<file path="src/rtl/mem_pkg.sv">
// Shared types and constants for the memory address unit: FSM state
// encoding, abort codes, and a select range helper used by the mux and FSM.
package mem_pkg;

    typedef enum logic [2:0] {
        IDLE   = 3'd0,
        CHECK  = 3'd1,
        ACCESS = 3'd2,
        DONE   = 3'd3,
        ERR    = 3'd4
    } state_t;

    localparam logic [1:0] ERR_NONE    = 2'b00;
    localparam logic [1:0] ERR_ALIGN   = 2'b01;
    localparam logic [1:0] ERR_TIMEOUT = 2'b10;
    localparam logic [1:0] ERR_SEL     = 2'b11;

    // True when a (zero-extended) select value names an existing source.
    function automatic logic sel_in_range(input logic [15:0] sel, input int nsrc);
        return int'(sel) < nsrc;
    endfunction

endpackage

</file>
<file path="src/rtl/addr_src_mux.sv">
// Combinational NSRC:1 address selector over a flattened source bus.
// Source i occupies bits [i*WIDTH +: WIDTH]. A select that names no source
// produces zero rather than reaching past the end of the bus.
module addr_src_mux
    import mem_pkg::*;
#(
    parameter int  WIDTH = 32,
    parameter int  NSRC  = 4,
    localparam int SEL_W = $clog2(NSRC)
) (
    input  logic [NSRC*WIDTH-1:0] src_addr,
    input  logic [SEL_W-1:0]      sel,
    output logic [WIDTH-1:0]      addr_out
);

    logic sel_ok;

    assign sel_ok = sel_in_range(16'(sel), NSRC);

    // Scan every source; only an exact in-range match drives the output.
    always_comb begin
        addr_out = '0;
        if (sel_ok) begin
            for (int i = 0; i < NSRC; i++) begin
                if (sel == SEL_W'(i)) begin
                    addr_out = src_addr[i*WIDTH +: WIDTH];
                end
            end
        end
    end

endmodule

</file>
<file path="src/rtl/mem_addr_unit.sv">
// Memory address unit: picks one of NSRC address sources, registers the
// address/store data, validates select and alignment, then runs a single
// request/acknowledge memory access with a bounded wait. Read data lands in
// the memory-data register (rdata) only when a load completes.
module mem_addr_unit
    import mem_pkg::*;
#(
    parameter int  WIDTH       = 32,
    parameter int  NSRC        = 4,
    parameter int  TIMEOUT     = 16,
    parameter bit  ALIGN_CHECK = 1'b1,
    localparam int SEL_W       = $clog2(NSRC)
) (
    input  logic                  clk,
    input  logic                  reset_n,
    input  logic [NSRC*WIDTH-1:0] src_addr,
    input  logic [SEL_W-1:0]      addr_sel,
    input  logic                  start,
    input  logic                  write,
    input  logic [WIDTH-1:0]      wdata,
    output logic                  busy,
    output logic                  done,
    output logic                  err,
    output logic [1:0]            err_code,
    output logic [WIDTH-1:0]      rdata,
    output logic                  mem_req,
    output logic                  mem_we,
    output logic [WIDTH-1:0]      mem_addr,
    output logic [WIDTH-1:0]      mem_wdata,
    input  logic                  mem_ack,
    input  logic [WIDTH-1:0]      mem_rdata
);

    localparam int               CNT_W    = $clog2(TIMEOUT);
    localparam logic [CNT_W-1:0] CNT_LAST = CNT_W'(TIMEOUT - 1);

    state_t           state_q,    state_d;
    logic [WIDTH-1:0] addr_q,     addr_d;
    logic [WIDTH-1:0] wdata_q,    wdata_d;
    logic             we_q,       we_d;
    logic [SEL_W-1:0] sel_q,      sel_d;
    logic [CNT_W-1:0] cnt_q,      cnt_d;
    logic [1:0]       err_code_q, err_code_d;
    logic [WIDTH-1:0] rdata_q,    rdata_d;
    logic             req_q,      req_d;
    logic             done_q,     done_d;
    logic             err_q,      err_d;

    logic [WIDTH-1:0] mux_addr;
    logic             sel_ok;
    logic             misaligned;

    addr_src_mux #(
        .WIDTH (WIDTH),
        .NSRC  (NSRC)
    ) u_addr_src_mux (
        .src_addr (src_addr),
        .sel      (addr_sel),
        .addr_out (mux_addr)
    );

    // The select is re-validated from its latched copy, so a bad select is
    // caught even though the mux already forced the address to zero.
    assign sel_ok     = sel_in_range(16'(sel_q), NSRC);
    assign misaligned = ALIGN_CHECK && (addr_q[1:0] != 2'b00);

    // Next-state, datapath capture and registered-output decode for the FSM.
    always_comb begin
        state_d    = state_q;
        addr_d     = addr_q;
        wdata_d    = wdata_q;
        we_d       = we_q;
        sel_d      = sel_q;
        cnt_d      = cnt_q;
        err_code_d = err_code_q;
        rdata_d    = rdata_q;
        req_d      = 1'b0;
        done_d     = 1'b0;
        err_d      = 1'b0;

        case (state_q)
            IDLE: begin
                if (start) begin
                    addr_d     = mux_addr;
                    wdata_d    = wdata;
                    we_d       = write;
                    sel_d      = addr_sel;
                    err_code_d = ERR_NONE;
                    cnt_d      = '0;
                    state_d    = CHECK;
                end
            end

            CHECK: begin
                // Bad select outranks misalignment; neither path raises a request.
                if (!sel_ok) begin
                    err_code_d = ERR_SEL;
                    err_d      = 1'b1;
                    state_d    = ERR;
                end else if (misaligned) begin
                    err_code_d = ERR_ALIGN;
                    err_d      = 1'b1;
                    state_d    = ERR;
                end else begin
                    cnt_d   = '0;
                    req_d   = 1'b1;
                    state_d = ACCESS;
                end
            end

            ACCESS: begin
                // An ack on the final allowed wait cycle still completes.
                if (mem_ack) begin
                    if (!we_q) begin
                        rdata_d = mem_rdata;
                    end
                    done_d  = 1'b1;
                    state_d = DONE;
                end else if (cnt_q == CNT_LAST) begin
                    err_code_d = ERR_TIMEOUT;
                    err_d      = 1'b1;
                    state_d    = ERR;
                end else begin
                    cnt_d = cnt_q + 1'b1;
                    req_d = 1'b1;
                end
            end

            DONE:    state_d = IDLE;
            ERR:     state_d = IDLE;
            default: state_d = IDLE;
        endcase
    end

    // State and output registers; reset clears the request at once.
    always_ff @(posedge clk or negedge reset_n) begin
        if (!reset_n) begin
            state_q    <= IDLE;
            addr_q     <= '0;
            wdata_q    <= '0;
            we_q       <= 1'b0;
            sel_q      <= '0;
            cnt_q      <= '0;
            err_code_q <= ERR_NONE;
            rdata_q    <= '0;
            req_q      <= 1'b0;
            done_q     <= 1'b0;
            err_q      <= 1'b0;
        end else begin
            state_q    <= state_d;
            addr_q     <= addr_d;
            wdata_q    <= wdata_d;
            we_q       <= we_d;
            sel_q      <= sel_d;
            cnt_q      <= cnt_d;
            err_code_q <= err_code_d;
            rdata_q    <= rdata_d;
            req_q      <= req_d;
            done_q     <= done_d;
            err_q      <= err_d;
        end
    end

    assign busy      = (state_q != IDLE);
    assign done      = done_q;
    assign err       = err_q;
    assign err_code  = err_code_q;
    assign rdata     = rdata_q;
    assign mem_req   = req_q;
    assign mem_we    = we_q;
    assign mem_addr  = addr_q;
    assign mem_wdata = wdata_q;

endmodule
</file>
<file path="config.mk">
export PLATFORM = sky130hd
export DESIGN_NAME = mem_addr_unit
export DESIGN_NICKNAME = d
export VERILOG_FILES = /design/src/rtl/mem_pkg.sv /design/src/rtl/addr_src_mux.sv /design/src/rtl/mem_addr_unit.sv
export SDC_FILE = /design/constraint.sdc
export NUM_CORES = 1
export LEC_CHECK = 0
export CAP_MARGIN = 20
export CORE_ASPECT_RATIO = 0.8
export CORE_MARGIN = 10
export CORE_UTILIZATION = 41
export DETAILED_ROUTE_END_ITERATION = 6
export GPL_ROUTABILITY_DRIVEN = 0
export GPL_TIMING_DRIVEN = 0
export PLACE_DENSITY = 0.86
export SETUP_SLACK_MARGIN = 0.05
export SKIP_CTS_REPAIR_TIMING = 1
export SLEW_MARGIN = 15
export SYNTH_ARGS = -nofsm -noshare
export SYNTH_HDL_FRONTEND = slang
export SYNTH_SLANG_ARGS = --single-unit
</file>
<file path="constraint.sdc">
create_clock -name clk -period 3.1 [get_ports clk]
set_input_delay 0.62 -clock clk [delete_from_list [all_inputs] [get_ports clk]]
set_output_delay 0.62 -clock clk [all_outputs]
set_load 0.01 [all_outputs]
</file>
-- Word level (Yosys, flattened, before mapping)
Cells that the tools add are included.
- $add $sub $neg: 1
- eq/ne operators: 13
- muxes and demuxes: 29
- bitwise gates (word level): 1
- reductions and logical operators: 10
- operator list (kind ; count):
    two-way mux 32 bit ; 4
    two-way mux 4 bit ; 4
    two-way mux 3 bit ; 4
    != test 2 bit (second input constant) ; 6
    case mux 4 bit (3 select lines) ; 1
    AND reduction 5 bit ; 2
    case mux 3 bit (3 select lines) ; 1
    two-way mux 1 bit ; 8
    two-way mux 2 bit ; 4
    case mux 2 bit (3 select lines) ; 1
    nonzero test 3 bit ; 2
    adder 4 x 1 -> 4 bit (second input constant) ; 1
    == test 2 bit (second input constant) ; 2
    == test 4 bit (second input constant) ; 1
    case mux 1 bit (2 select lines) ; 2
    AND reduction 2 bit ; 2
    == test 3 x 1 -> 1 bit (second input constant) ; 1
    == test 3 x 2 -> 1 bit (second input constant) ; 1
    zero test 3 bit ; 1
    != test 3 bit (second input constant) ; 1
    AND reduction 3 bit ; 1
    == test 2 x 1 -> 1 bit (second input constant) ; 1
    zero test 2 bit ; 1
    nonzero test 2 bit ; 1
    inverter 1 bit ; 1
- register bits: 109
- bits of input ports: 199
- output and inout bits: 103
- logic and storage cells: 64

-- Depth between registers and ports, before layout
- word-level depth: 5
- depth in mapped cells: 6

-- Cells and area by module
A second synthesis with hierarchy kept.
- cell total of the unflattened synthesis: 302
- area, all modules: 5227.5 µm²
- by module, submodules not included (module ; times used ; cells an instance ; area an instance (µm²)):
    mem_addr_unit ; 1 ; 263 ; 4413.0
    addr_src_mux ; 1 ; 39 ; 814.5

-- Worst setup path after synthesis
Ideal clock, no wire load.
- path type: input-to-reg
- start point: input port addr_sel[0]
- end point: register addr_q[10], in the netlist mem_addr[10]
- library setup time: 0.125 ns
- data arrival time: 1.715 ns
- required time: 2.975 ns
- setup slack: 1.260 ns
- stages on the path: 4
- path through: buf_2 buf_6 mux4_2 mux2_4
- cells in the longest elaborated chain, start to end: 5
- RTL lines (item ; line ; text):
    start, declared ; mem_addr_unit.sv:17 ; input logic [SEL_W-1:0] addr_sel,
    zero test 2 bit ; addr_src_mux.sv:25 ; if (sel == SEL_W'(i)) begin
    two-way mux 32 bit (3 in series) ; addr_src_mux.sv:25 ;
    two-way mux 32 bit * ; addr_src_mux.sv:25 ;
    end signal, assigned ; mem_addr_unit.sv:151 ; addr_q <= addr_d;
    end, declared ; mem_addr_unit.sv:38 ; logic [WIDTH-1:0] addr_q, addr_d;
Mark *: on every way between the ends. The rest lies on a longest branch, timed or not.
A chain may end at the register's enable or synchronous reset.

-- Worst setup path in the final report
- start point: register state_q[2]
- end point: output port busy
- cells in the longest elaborated chain, start to end: 1
- RTL lines (item ; line ; text):
    start, declared ; mem_addr_unit.sv:37 ; state_t state_q, state_d;
    start signal, assigned ; mem_addr_unit.sv:150 ; state_q <= state_d;
    nonzero test 3 bit ; mem_addr_unit.sv:164 ; assign busy = (state_q != IDLE);
    end, declared ; mem_addr_unit.sv:21 ; output logic busy,
No other way between the ends.

==> flow_metrics.env <==
export IMPL_firstDrtPassIters=4
export IMPL_synth_compound_area_frac=0.0200
export IMPL_synth_area_leaders="dfrtp_1 53%, mux4_2 14%, mux2_2 11%, mux2_4 8.8%, mux2_1 4.2%"
export IMPL_numCtsBuffers=9
export IMPL_max_cap_viol_count=0
export IMPL_postRouteAntennaNets=0
export IMPL_fillerInstances=833
export IMPL_fin_crit_ps=2250
export IMPL_p_leak_nw=3.55
export IMPL_slew_viol_final=0
export IMPL_areaGrowthSynthToFinish_pct=68.6
export IMPL_ys_ff_latch=109
export IMPL_clk_latency_ps=340
export IMPL_core_sq_mm=0.0122
export IMPL_crit_fanout=9
export IMPL_post_route_util=0.709
export IMPL_drt_total_wl_mm=17.5
export IMPL_hp_class="primary input to asynchronous set/reset pin"
export IMPL_synthAdderAreaFrac=0.00244
export IMPL_cts_tree="done"
export IMPL_vias_per_cell=4.87
export IMPL_die_h_microns=120
export IMPL_drc_errors=0
export IMPL_cts_sinks=109
export IMPL_ctsHtreeMaxLevel=3
export IMPL_critPathKind="flop to output port"
export IMPL_post_place_ws_ps=537
export IMPL_yosys_area_share_simple=0.0317
export IMPL_grt_antenna_before_repair=1
export IMPL_grt_pass1_vias=4615
export IMPL_irDropWorstVdd_mv=0.448
export IMPL_synth_xor_area_frac=0
export IMPL_grt_pass1_wl_mm=26.7
export IMPL_crit_required_ps=2480
export IMPL_rows=36
export IMPL_fin_crit_sh=0.725
export IMPL_critPathTopFamily="buffers and inverters"
export IMPL_synth_top_family_by_area="multiplexers"
export IMPL_cp_start_kind="flop"
export IMPL_max_slew_margin=0.627
export IMPL_overflow=0
export IMPL_finClkSkew_ps=7.79
export IMPL_synth_top_cell_area_share=0.531
export IMPL_fin_ws_ps=853
export IMPL_post_drt_wl_per_cell_microns=22.0
export IMPL_drt_initial_drc_count=200
export IMPL_synth_mux_area_frac=0.377
export IMPL_initial_core_util=0.421
export IMPL_cp_slowest_stage_delay_ps=560
export IMPL_track_usage=0.196
export IMPL_cts_root_buf="clkbuf_16"
export IMPL_worstPathCellList="buf_2 -> nor2_1 -> nand2_1 -> clkdlybuf4s50_1"
export IMPL_tightest_slew_ps=559
export IMPL_dp_hpwl_mm=14.7
export IMPL_arrival_ps=1630
export IMPL_synth_nets=506
export IMPL_clockBufferDepth=2
export IMPL_yosysUniqueCellTypes=32
export IMPL_dieArea_sq_mm=0.0174
export IMPL_yosysWarningCount=0
export IMPL_clkTransAtPathRegs_ps=70
export IMPL_synth_top_area_cell="dfrtp_1"
export IMPL_syn_inst=306
export IMPL_grt_setup_unrepaired="no"
export IMPL_finalSetupViolCount=0
export IMPL_syn_area_sq_mm=0.00513
export IMPL_finalHoldViolCount=0
export IMPL_slowest_stage="clkdlybuf4s50_1"
export IMPL_ys_seq_area_frac=0.531
export IMPL_drive_above_1_share=0.241
export IMPL_io_buffer_count=300
export IMPL_pin_count=302
export IMPL_nets=818
export IMPL_grt_max_degree=73
export IMPL_path_buf_inv=2
export IMPL_end_kind="output port"
export IMPL_outcome="finished clean"
export IMPL_die_x_microns=145
export IMPL_syn_avg_cell_area_sq_um=16.8
export IMPL_fmax_mhz=445
export IMPL_powerDensity_mw_per_mm2=852
export IMPL_whs_ps=171
export IMPL_vias=3872
==> power breakdown <==
part | total, mW | switching [mW] | internal (mW)
Combinational | 3.79 | 1.42 | 2.37
Clock | 1.08 | 0.529 | 0.552
Sequential | 2.50 | 0.386 | 2.12
==> sequential cells by signal (all words and copies together), names as in the netlist, 2 cells and up <==
| signal | flops |
|---|---|
| state_q | 3 |
| mem_addr | 32 |
| cnt_q | 4 |
| err_code | 2 |
| mem_wdata | 32 |
| rdata | 32 |
==> through the flow <==
step / cell area [sq um] / TNS [ps] / instances / power [mW]
after CTS: 8660 / 0 / 794 / 7.48
after floorplan: 5130 / 0 / 306 / 4.28
after global placement: 8350 / -277670 / 777 / 6.24
final: 8660 / 0 / 795 / 7.38
after detailed placement: 8380 / 0 / 778 / 6.37
after global routing: 8660 / 0 / 795 / 7.78
==> final timing paths <==
check                                start            end  slack (ps)  depth (start not counted)
worst min register to register    rdata[2]       rdata[2]         490                          1
max in group asynchronous          reset_n        mem_req        2260                          2
worst max register to register  state_q[1]  mem_wdata[26]        1270                          5
worst max-delay path            state_q[2]           busy         850                          4
min in group clk                  rdata[2]       rdata[2]         490                          1
worst min-delay path               reset_n  mem_wdata[31]         170                          1
==> layout make-up <==
class                   count  area (sq um)  share of cell area
multi-input cells         174          2210               0.256
clock inverters             6          46.3             0.00535
diodes                      1          2.50            0.000289
flip-flops and latches    109          2730               0.315
well taps                 171           214              0.0247
inverters                   3          11.3             0.00130
repair buffers            301          3030               0.350
plain buffers              20           181              0.0210
clock buffers              10           229              0.0264
==> layer usage <==
metal,GRT usage,vias up,part of all wire
met1,0.202,1921,0.37
met3,0.0807,10,0.085
met2,0.367,168,0.54
met4,0.0429,0,0.0072
li1,-,1773,-
met5,0,-,0
==> worst reg2reg max path: cells and delay by family (launching register included) <==
family | cells | cell delay [ps]
buf+inv | 3 | 580
flops | 1 | 370
mux | 1 | 340
simple gates | 1 | 430
==> cell families after synthesis <==
kind of cell	after synthesis
adders and majority gates	1
DFF	109
AOI/OAI and AO/OA	17
and+or+nand+nor	26
muxes	130
buffers and inverters	23
==> cells in the mapped netlist (all sizes together) <==
cell type / number
o21a: 1
dfrtp: 109
nor2: 8
a21oi: 6
or2: 1
a211o: 1
nand4b: 1
buf: 17
a31oi: 1
nand2: 7
ha: 1
nand2b: 1
clkbuf: 3
nor3: 2
mux2: 98
mux4: 32
a41oi: 1
nor4b: 2
nor4: 1
nor3b: 1
a21o: 1
nand3: 2
o21ai: 5
inv: 3
o211ai: 1
==> placed cells by master (no fill, tap or decap), drive strengths merged, types with 5 or more instances in the layout <==
master           n
clkdlybuf4s50  299
dfrtp          109
mux2            98
mux4            32
buf             19
clkbuf          13
nor2             8
nand2            7
a21oi            6
o21ai            5
inv              5
No activity file was read; power rests on OpenSTA's default activity.
